[config.mk]
export PLATFORM = sky130hd
export DESIGN_NAME = alu_share_arb
export DESIGN_NICKNAME = d
export VERILOG_FILES = /design/src/rtl/alu_share_arb.sv
export SDC_FILE = /design/constraint.sdc
export NUM_CORES = 1
export LEC_CHECK = 0
export ABC_CLOCK_PERIOD_IN_PS = 1900
export CAP_MARGIN = 20
export CORE_MARGIN = 2
export CORE_UTILIZATION = 37
export DETAILED_ROUTE_END_ITERATION = 16
export GPL_TIMING_DRIVEN = 0
export PLACE_DENSITY = 0.9
export SLEW_MARGIN = 20
export SYNTH_ARGS = -nofsm -noshare
export SYNTH_HDL_FRONTEND = slang
export SYNTH_SLANG_ARGS = --single-unit
[constraint.sdc]
create_clock -name clk -period 1.9 [get_ports clk]
set_input_delay 0.19 -clock clk [delete_from_list [all_inputs] [get_ports clk]]
set_output_delay 0.19 -clock clk [all_outputs]
set_load 0.01 [all_outputs]
[src/rtl/alu_share_arb.sv]
// Two-port round-robin front end that shares one combinational ALU through valid/ready handshakes.
// Optional grant/error counters are built only when ALU_ARB_STATS_EN is defined.
module alu_share_arb #(
    parameter int WIDTH = 32
`ifdef ALU_ARB_STATS_EN
    ,
    parameter int CNT_W = 16
`endif
) (
    input  logic             clk,
    input  logic             rst_n,
    input  logic             req0_valid,
    output logic             req0_ready,
    input  logic [3:0]       req0_ctrl,
    input  logic [2:0]       req0_bonus,
    input  logic [WIDTH-1:0] req0_a,
    input  logic [WIDTH-1:0] req0_b,
    input  logic             req1_valid,
    output logic             req1_ready,
    input  logic [3:0]       req1_ctrl,
    input  logic [2:0]       req1_bonus,
    input  logic [WIDTH-1:0] req1_a,
    input  logic [WIDTH-1:0] req1_b,
    output logic [WIDTH-1:0] alu_src1,
    output logic [WIDTH-1:0] alu_src2,
    output logic [3:0]       alu_ctrl,
    output logic [2:0]       alu_bonus,
    input  logic [WIDTH-1:0] alu_result,
    input  logic             alu_zero,
    input  logic             alu_cout,
    input  logic             alu_overflow,
    output logic             rsp_valid,
    input  logic             rsp_ready,
    output logic             rsp_id,
    output logic [WIDTH-1:0] rsp_result,
    output logic             rsp_zero,
    output logic             rsp_cout,
    output logic             rsp_overflow,
    output logic             rsp_err,
`ifdef ALU_ARB_STATS_EN
    output logic [CNT_W-1:0] grant_cnt0,
    output logic [CNT_W-1:0] grant_cnt1,
    output logic [CNT_W-1:0] err_cnt,
`endif
    output logic             busy
);

    typedef enum logic [1:0] {S_IDLE, S_EXEC, S_RESP} state_t;

    state_t           r_state;
    logic             r_last_grant;
    logic [WIDTH-1:0] r_alu_src1;
    logic [WIDTH-1:0] r_alu_src2;
    logic [3:0]       r_alu_ctrl;
    logic [2:0]       r_alu_bonus;
    logic             r_rsp_valid;
    logic             r_rsp_id;
    logic [WIDTH-1:0] r_rsp_result;
    logic             r_rsp_zero;
    logic             r_rsp_cout;
    logic             r_rsp_overflow;
    logic             r_rsp_err;

    logic             w_pick1;
    logic             w_hs0;
    logic             w_hs1;
    logic             w_hs;
    logic             w_legal;
    logic [3:0]       w_ctrl;
    logic [2:0]       w_bonus;
    logic [WIDTH-1:0] w_a;
    logic [WIDTH-1:0] w_b;

    function automatic logic is_legal(input logic [3:0] code);
        case (code)
            4'b0000, 4'b0001, 4'b0010, 4'b0110,
            4'b0111, 4'b1100, 4'b1101: return 1'b1;
            default:                   return 1'b0;
        endcase
    endfunction

    // NOTE: ready is combinational from valid so the grant lands in the same cycle; gating with
    // rst_n keeps both readies low while reset is held.
    assign w_pick1    = req1_valid && (!req0_valid || !r_last_grant);
    assign w_hs0      = rst_n && (r_state == S_IDLE) && req0_valid && !w_pick1;
    assign w_hs1      = rst_n && (r_state == S_IDLE) && w_pick1;
    assign w_hs       = w_hs0 || w_hs1;
    assign req0_ready = w_hs0;
    assign req1_ready = w_hs1;

    assign w_ctrl  = w_pick1 ? req1_ctrl  : req0_ctrl;
    assign w_bonus = w_pick1 ? req1_bonus : req0_bonus;
    assign w_a     = w_pick1 ? req1_a     : req0_a;
    assign w_b     = w_pick1 ? req1_b     : req0_b;
    assign w_legal = is_legal(w_ctrl);

    // NOTE: every state register uses non-blocking assignment; the synchronous reset clears the
    // ALU operand stage too, since those registers are visible outputs.
    always_ff @(posedge clk) begin
        if (!rst_n) begin
            r_state        <= S_IDLE;
            r_last_grant   <= 1'b1;
            r_alu_src1     <= '0;
            r_alu_src2     <= '0;
            r_alu_ctrl     <= '0;
            r_alu_bonus    <= '0;
            r_rsp_valid    <= 1'b0;
            r_rsp_id       <= 1'b0;
            r_rsp_result   <= '0;
            r_rsp_zero     <= 1'b0;
            r_rsp_cout     <= 1'b0;
            r_rsp_overflow <= 1'b0;
            r_rsp_err      <= 1'b0;
        end else begin
            case (r_state)
                S_IDLE: begin
                    if (w_hs) begin
                        r_last_grant <= w_pick1;
                        r_rsp_id     <= w_pick1;
                        if (w_legal) begin
                            r_alu_src1  <= w_a;
                            r_alu_src2  <= w_b;
                            r_alu_ctrl  <= w_ctrl;
                            r_alu_bonus <= w_bonus;
                            r_state     <= S_EXEC;
                        end else begin
                            // Illegal code bypasses the ALU and answers with an error response.
                            r_rsp_result   <= '0;
                            r_rsp_zero     <= 1'b0;
                            r_rsp_cout     <= 1'b0;
                            r_rsp_overflow <= 1'b0;
                            r_rsp_err      <= 1'b1;
                            r_rsp_valid    <= 1'b1;
                            r_state        <= S_RESP;
                        end
                    end
                end
                S_EXEC: begin
                    r_rsp_result   <= alu_result;
                    r_rsp_zero     <= alu_zero;
                    r_rsp_cout     <= alu_cout;
                    r_rsp_overflow <= alu_overflow;
                    r_rsp_err      <= 1'b0;
                    r_rsp_valid    <= 1'b1;
                    r_state        <= S_RESP;
                end
                S_RESP: begin
                    if (rsp_ready) begin
                        r_rsp_valid <= 1'b0;
                        r_state     <= S_IDLE;
                    end
                end
                default: r_state <= S_IDLE;
            endcase
        end
    end

`ifdef ALU_ARB_STATS_EN
    logic [CNT_W-1:0] r_grant_cnt0;
    logic [CNT_W-1:0] r_grant_cnt1;
    logic [CNT_W-1:0] r_err_cnt;

    always_ff @(posedge clk) begin
        if (!rst_n) begin
            r_grant_cnt0 <= '0;
            r_grant_cnt1 <= '0;
            r_err_cnt    <= '0;
        end else begin
            if (w_hs0 && (r_grant_cnt0 != '1)) r_grant_cnt0 <= r_grant_cnt0 + CNT_W'(1);
            if (w_hs1 && (r_grant_cnt1 != '1)) r_grant_cnt1 <= r_grant_cnt1 + CNT_W'(1);
            if (w_hs && !w_legal && (r_err_cnt != '1)) r_err_cnt <= r_err_cnt + CNT_W'(1);
        end
    end

    assign grant_cnt0 = r_grant_cnt0;
    assign grant_cnt1 = r_grant_cnt1;
    assign err_cnt    = r_err_cnt;
`endif

    assign alu_src1     = r_alu_src1;
    assign alu_src2     = r_alu_src2;
    assign alu_ctrl     = r_alu_ctrl;
    assign alu_bonus    = r_alu_bonus;
    assign rsp_valid    = r_rsp_valid;
    assign rsp_id       = r_rsp_id;
    assign rsp_result   = r_rsp_result;
    assign rsp_zero     = r_rsp_zero;
    assign rsp_cout     = r_rsp_cout;
    assign rsp_overflow = r_rsp_overflow;
    assign rsp_err      = r_rsp_err;
    assign busy         = (r_state != S_IDLE);

endmodule

==> qor.txt, run 1 <==
status -> complete, no violations
commonest non-fill, non-tap cell in the layout -> clkdlybuf4s50_1
mapped cell area -> 4760 sq um
Top Ports -> 294
CP Max Fanout -> 10
CP endpoint kind -> flop
top layer in use -> met4
DP Wirelength -> 13.11 mm
crit share post-route -> 96.52%
GPL Wtd Cong -> 0.8140
final hold vios -> 0
routed wl met3 -> 1.145 mm
YS warnings -> 0
Max clock buf depth -> 2
sequential area share after synthesis -> 47.11%
Fill cells -> 1008
wire per inst -> 16.98 um
top-area cell type share of the netlist area -> 47.11%
n_diodes -> 0
GRT Resource Usage Total -> 25.47%
pre-CTS WS -> -0.7298 ns
CTS tree -> done
startpoint types -> primary input
Hold WS -> 0.2506 ns
die height -> 117.4 um
DRT iter0 DRCs -> 300
fin. max-slew vios -> 0
Worst VDD drop -> 0.0005864 V
cell count after synthesis -> 533
clk_lat worst skew -> 0.35 ns
Syn Nets -> 715
crit path DAT -> 2.12 ns
DRT antenna net count -> 0
number of max-cap violations -> 0
Worst-Margin Slew -> 0.5914 ns
Starting Density -> 37.87%
non-filler cells, final -> 1020
Metal-1 WL -> 7.231 mm
most area-consuming cells after synthesis -> dfxtp_1 47%, o221a_2 17%, nand2_1 12%
clock transition at the registers of the reported paths -> 0.08 ns
CP most frequent cell -> buf_6
Vias/cell -> 5.147
H-tree Lvls -> 3
WL final -> 17.32 mm
CP delay by family, top -> compound AO/OA/AOI/OAI gates
NumNets Final -> 1025
largest net degree at the start of global routing -> 20
metal2 WL -> 8.583 mm
Die Wd -> 117.4 um
leak pwr -> 0.003264 uW
Clock Root Buffer -> clkbuf_16
# DRC -> 0
CP max stage cell -> clkdlybuf4s50_1
Rel. slew slack -> 60.57%
vias in the first global route -> 5473
via count -> 5250
Synth Flop Type -> dfxtp_1
Clock Skews -> 0.008984 ns
CP peak stage delay -> 0.52 ns
EDFF count, synth -> 0
buffers plus inverters on the worst setup path -> 3
Tot Pwr -> 6330 uW
placed cells -> 998
Tmin final -> 1.834 ns
PnR worst setup slack -> 0.06611 ns
Power Density -> 756.1 nW/um^2
first-pass GRT wire length -> 28.46 mm
Synth Area per Inst -> 8.930 sq um
RSZ-0062 raised after global routing -> yes
Max Fclk -> 545.3 MHz
global route overflow -> 0
layout cells sized above 1 -> 16.27%
#FFs+latches synth -> 112
asr flop ratio synth -> 0%
core footprint -> 12570 sq um
worst-path cell chain -> clkdlybuf4s50_1 -> and2b_1 -> o21ai_1 -> a21oi_1 -> o41ai_4 -> buf_6 -> buf_6 -> a22o_1
fin util -> 66.61%
die area -> 13790 sq um
Hold Crit Class -> primary input to flop
Synth cell types -> 31
Setup Crit Path Kind -> primary input to flop
Clock Sinks -> 112
IO Port Bufs -> 293
P&R area growth vs syn -> 75.89%
Num CTS Buffers -> 9
initial antenna violation count -> 0
Core Rows -> 41
most frequent cells in the layout -> 289 x clkdlybuf4s50_1, 153 x nand2_1, 110 x dfxtp_1, 73 x nand3_1, 70 x o221a_2
Synth area leader -> dfxtp_1
Required @ worst endpoint -> 2.19 ns
DRT Pass-1 Iters -> 4
Final Setup Violations -> 0
-- layer usage --
layer	GRT usage (%)	vias up
met5	0	-
met4	8.358	0
met3	7.588	28
met2	43.38	201
met1	30.75	2449
li1	-	2572
-- sequential cells by signal, indices dropped and copies added (netlist names) --
name	cells
rsp_err	1
rsp_valid	1
rsp_id	1
alu_src2	32
alu_bonus	3
r_last_grant	1
rsp_cout	1
r_state	2
rsp_overflow	1
rsp_zero	1
alu_ctrl	4
alu_src1	32
rsp_result	32
-- worst min-delay path, delay by kind of cell --
kind | cells | cell delay, ns
buffers and inverters | 2 | 0.26
and+or+nand+nor | 1 | 0.12
-- synth_stat cells, types with 2 or more instances --
library cell,instances
nand2_1,153
dfxtp_1,112
nand3_1,73
o221a_2,70
a22o_1,35
clkbuf_1,29
buf_2,17
o21ai_0,6
buf_1,5
nor2_1,4
and2b_1,3
buf_6,3
a21oi_1,2
and2_1,2
inv_1,2
o21ai_1,2
-- per-stage QoR --
| stage | setup TNS [ns] | instance area, sq um |
|---|---|---|
| after global routing | -0.006429 | 8372 |
| final | 0 | 8372 |
| after detailed placement | -48.43 | 7908 |
| after global placement | -43.97 | 7908 |
| after floorplan | 0 | 4760 |
| after CTS | 0 | 8318 |
-- power breakdown --
group | internal (uW) | switching [uW] | total, uW
Sequential | 2510 | 93.9 | 2600
Combinational | 931 | 714 | 1650
Clock | 1170 | 913 | 2080
-- area by class of cell --
| cell class | instances | area [sq um] | area share, % |
|---|---|---|---|
| clock buffers | 9 | 225.2 | 2.690 |
| plain buffers | 54 | 307.8 | 3.677 |
| multi-input cells | 364 | 2273 | 27.16 |
| flip-flops and latches | 112 | 2247 | 26.84 |
| clock inverters | 7 | 102.6 | 1.226 |
| repair buffers | 299 | 2989 | 35.70 |
| well taps | 172 | 215.2 | 2.571 |
| inverters | 3 | 11.26 | 0.1345 |
-- path summary, 6_finish.rpt --
kind / start / to / slack, ns / cells after the start
setup / recovery: req0_ctrl[2] / rsp_result[24] / 0.07 / 8
hold / removal: rst_n / rsp_id / 0.25 / 3
setup reg to reg: r_state[0] / alu_src1[6] / 0.12 / 8
hold reg to reg: alu_ctrl[3] / alu_ctrl[3] / 0.47 / 2
-- logic make-up after synthesis --
family          after synthesis  synth area share, %
simple gates                240                21.50
compound gates              124                25.97
buf+inv                      57                5.415
flops                       112                47.11
-- timing repair --
| item | CTS | global route |
|---|---|---|
| hold buffers | 0 | 0 |
| gates cloned | 0 | 0 |
| endpoints found under the setup margin | 102 | 86 |
| gates resized for setup | 26 | 35 |
| buffers inserted | 5 | 1 |
| pin swaps | 3 | 1 |
(Power assumes the default switching activity.)
==> run 2: changes to the inputs <==
- ABC_AREA: unset -> 1
- CORE_UTILIZATION: 37 -> 39
- PLACE_DENSITY: 0.9 -> 0.91
==> qor.txt, run 2 <==
Net Sw Power -> 2690 uW
status -> complete, no violations
GRT Resource Usage Total -> 25.32%
first-pass GRT wire length -> 29.01 mm
Rel. slew slack -> 67.17%
#FFs+latches synth -> 112
Clock Skews -> 0.004031 ns
Worst R2R Path Depth -> 14
Die Wd -> 120.6 um
# DRC -> 0
commonest cells in the synthesized netlist -> 293 x nand2_1, 192 x nor2_1, 112 x dfxtp_1
layout cells sized above 1 -> 7.130%
clk_lat worst skew -> 0.35 ns
startpoint types -> primary input
number of max-cap violations -> 0
Synth Area per Inst -> 6.329 sq um
die height -> 120.6 um
die area -> 14530 sq um
GPL Wtd Cong -> 0.8525
mapped cell area -> 5298 sq um
via count -> 6341
pre-CTS WS -> -0.5006 ns
DRT antenna net count -> 0
DRT Pass-1 Iters -> 5
vias in the first global route -> 6083
asr flop ratio synth -> 0%
Worst Setup SP -> req1_valid
fin util -> 66.97%
Clock Root Buffer -> clkbuf_16
internal power -> 5359 uW
PnR worst setup slack -> 0.08234 ns
FF/Latch Area -> 2243 sq um
CP Max Fanout -> 10
Num CTS Buffers -> 9
most frequent cells in the layout -> 289 x nand2_1, 289 x clkdlybuf4s50_1, 191 x nor2_1, 111 x dfxtp_1, 60 x o21ai_0
initial antenna violation count -> 1
crit share post-route -> 95.67%
Starting Density -> 40.00%
combinational share of power -> 41.7%
wire per inst -> 13.98 um
Final Setup Violations -> 0
CTS tree -> done
largest net degree at the start of global routing -> 16
main combinational cell family by area after synthesis -> simple AND/OR/NAND/NOR gates
Core Rows -> 42
Seq pwr share -> 36.9%
Post-Route Setup TNS -> 0 ns
Synth Area in Compound Gates -> 9.707%
Crit Reg-Reg Endpoint -> rsp_result[17]
Worst Setup EP -> rsp_result[17]
Post-Synth XOR/XNOR Area -> 0%
Syn Nets -> 1019
DRT iter0 DRCs -> 327
final hold vios -> 0
Tmin final -> 1.818 ns
post-synthesis mux area share -> 0%
Max Fclk -> 550.2 MHz
IO Port Bufs -> 292
Max clock buf depth -> 2
Setup Crit Path Kind -> primary input to flop
Top Ports -> 294
Hold Crit Class -> primary input to flop
Tot Pwr -> 8048 uW
Synth Area in Adders -> 0%
Clock Sinks -> 112
crit path DAT -> 2.06 ns
Power Density -> 907.5 nW/um^2
Worst VDD drop -> 0.0004264 V
Synth Flop Type -> dfxtp_1
Required @ worst endpoint -> 2.15 ns
Fill cells -> 1172
top-area cell type share of the netlist area -> 42.32%
global route overflow -> 0
CP endpoint kind -> flop
core footprint -> 13240 sq um
NumNets Final -> 1328
Sw Share -> 33.42%
count leader, synth -> nand2_1
area occupied by multi-input gates -> 2714 sq um
cell count after synthesis -> 837
Vias/cell -> 4.778
P&R area growth vs syn -> 67.41%
most area-consuming cells after synthesis -> dfxtp_1 42%, nand2_1 21%, nor2_1 14%
fin. max-slew vios -> 0
leak pwr -> 0.003872 uW
sequential area share after synthesis -> 42.32%
clock transition at the registers of the reported paths -> 0.07 ns
clock share of power -> 21.4%
YS warnings -> 0
reg2reg setup slack -> 0.09 ns
H-tree Lvls -> 3
Worst-Margin Slew -> 0.4924 ns
DP Wirelength -> 14.24 mm
WL final -> 18.56 mm
simple-gate area share of the yosys netlist -> 39.73%
Synth cell types -> 24
EDFF count, synth -> 0
Synth area leader -> dfxtp_1
Reg2Reg Launch Point -> r_last_grant
[run 2: cell count changes after synthesis, moves of 26 or more]
cell,change
o221a_2,-70
a21oi_1,+30
a22o_1,-35
o21ai_0,+63
inv_1,+26
nand3_1,-36
nor2_1,+188
nand2_1,+140
[run 2: kinds of logic (layout without fill, tap and decap cells)]
kind of cell           count (synthesis)  count (layout)
AO/OA/AOI/OAI                        102             102
buffers and inverters                 89             401
flip-flops                           112             112
other                                  0               1
AND/OR/NAND/NOR                      534             535
[run 2: metal layers]
metal / share of wire, % / vias to the layer above / track usage (%) / wire [um]
met2: 49 / 283 / 43.54 / 9157
met4: 3.3 / 0 / 12.57 / 616
li1: - / 3202 / - / -
met5: 0 / - / 0 / 0
met1: 38 / 2816 / 27.66 / 7066
met3: 9.2 / 40 / 8.726 / 1714
[run 2: worst min-delay path by stage]
stage	startpoint	end	slack (ns)	depth (start not counted)
CTS	rst_n	alu_ctrl[2]	0.30	3
detailed placement	rsp_valid	rsp_valid	0.44	2
finish	rst_n	alu_ctrl[3]	0.31	3
floorplan	rsp_ready	r_state[1]	0.37	3
global route	rst_n	alu_ctrl[3]	0.35	3
global placement	rsp_valid	rsp_valid	0.43	2
[run 2: through the flow]
stage | area (sq um) | hold WS [ns] | cells
after floorplan | 5298 | 0.3689 | 837
after global placement | 8441 | 0.4330 | 1305
after detailed placement | 8441 | 0.4396 | 1305
after CTS | 8702 | 0.2965 | 1320
after global routing | 8869 | 0.3496 | 1327
final | 8869 | 0.3115 | 1327
[run 2: repair_timing]
item	CTS	global route
hold buffers	0	0
buffers inserted	0	5
setup endpoints to repair	76	110
resized for setup	9	56
gates cloned	0	1
pin swaps	0	6
[run 2: worst max-delay path: stages]
cell and delay, ns:
clkdlybuf4s50_1 0.61, nand2_4 0.08, buf_6 0.14, nand2_1 0.06, nand2_1 0.08, nand3_1 0.11, nand3_2 0.09, nand2_4 0.13
nand2_4 0.08, buf_8 0.15, buf_6 0.14, a21oi_1 0.14, nor2_1 0.06
[run 2: power by group through the flow]
stage | sequential (uW) | clock (uW) | combinational, uW
after global placement | 2990 | 0 | 3130
final | 2970 | 1720 | 3360
after CTS | 2960 | 1750 | 3210
after floorplan | 3190 | 0 | 1450
after detailed placement | 3010 | 0 | 3180
after global routing | 3010 | 1850 | 3690
[run 2: cell type report]
| class | count | share of cell area, % |
|---|---|---|
| Inverter | 33 | 1.453 |
| Tap cell | 176 | 2.483 |
| Timing Repair Buffer | 297 | 33.39 |
| Clock inverter | 1 | 0.05643 |
| Multi-Input combinational cell | 637 | 30.60 |
| Antenna cell | 1 | 0.02822 |
| Buffer | 56 | 3.936 |
| Sequential cell | 112 | 25.30 |
| Clock buffer | 14 | 2.751 |
==> run 3: changes to the inputs <==
- RECOVER_POWER: unset -> 50
==> results of run 3 <==
The final DEF is identical to that of run 2; final timing and power are the same.
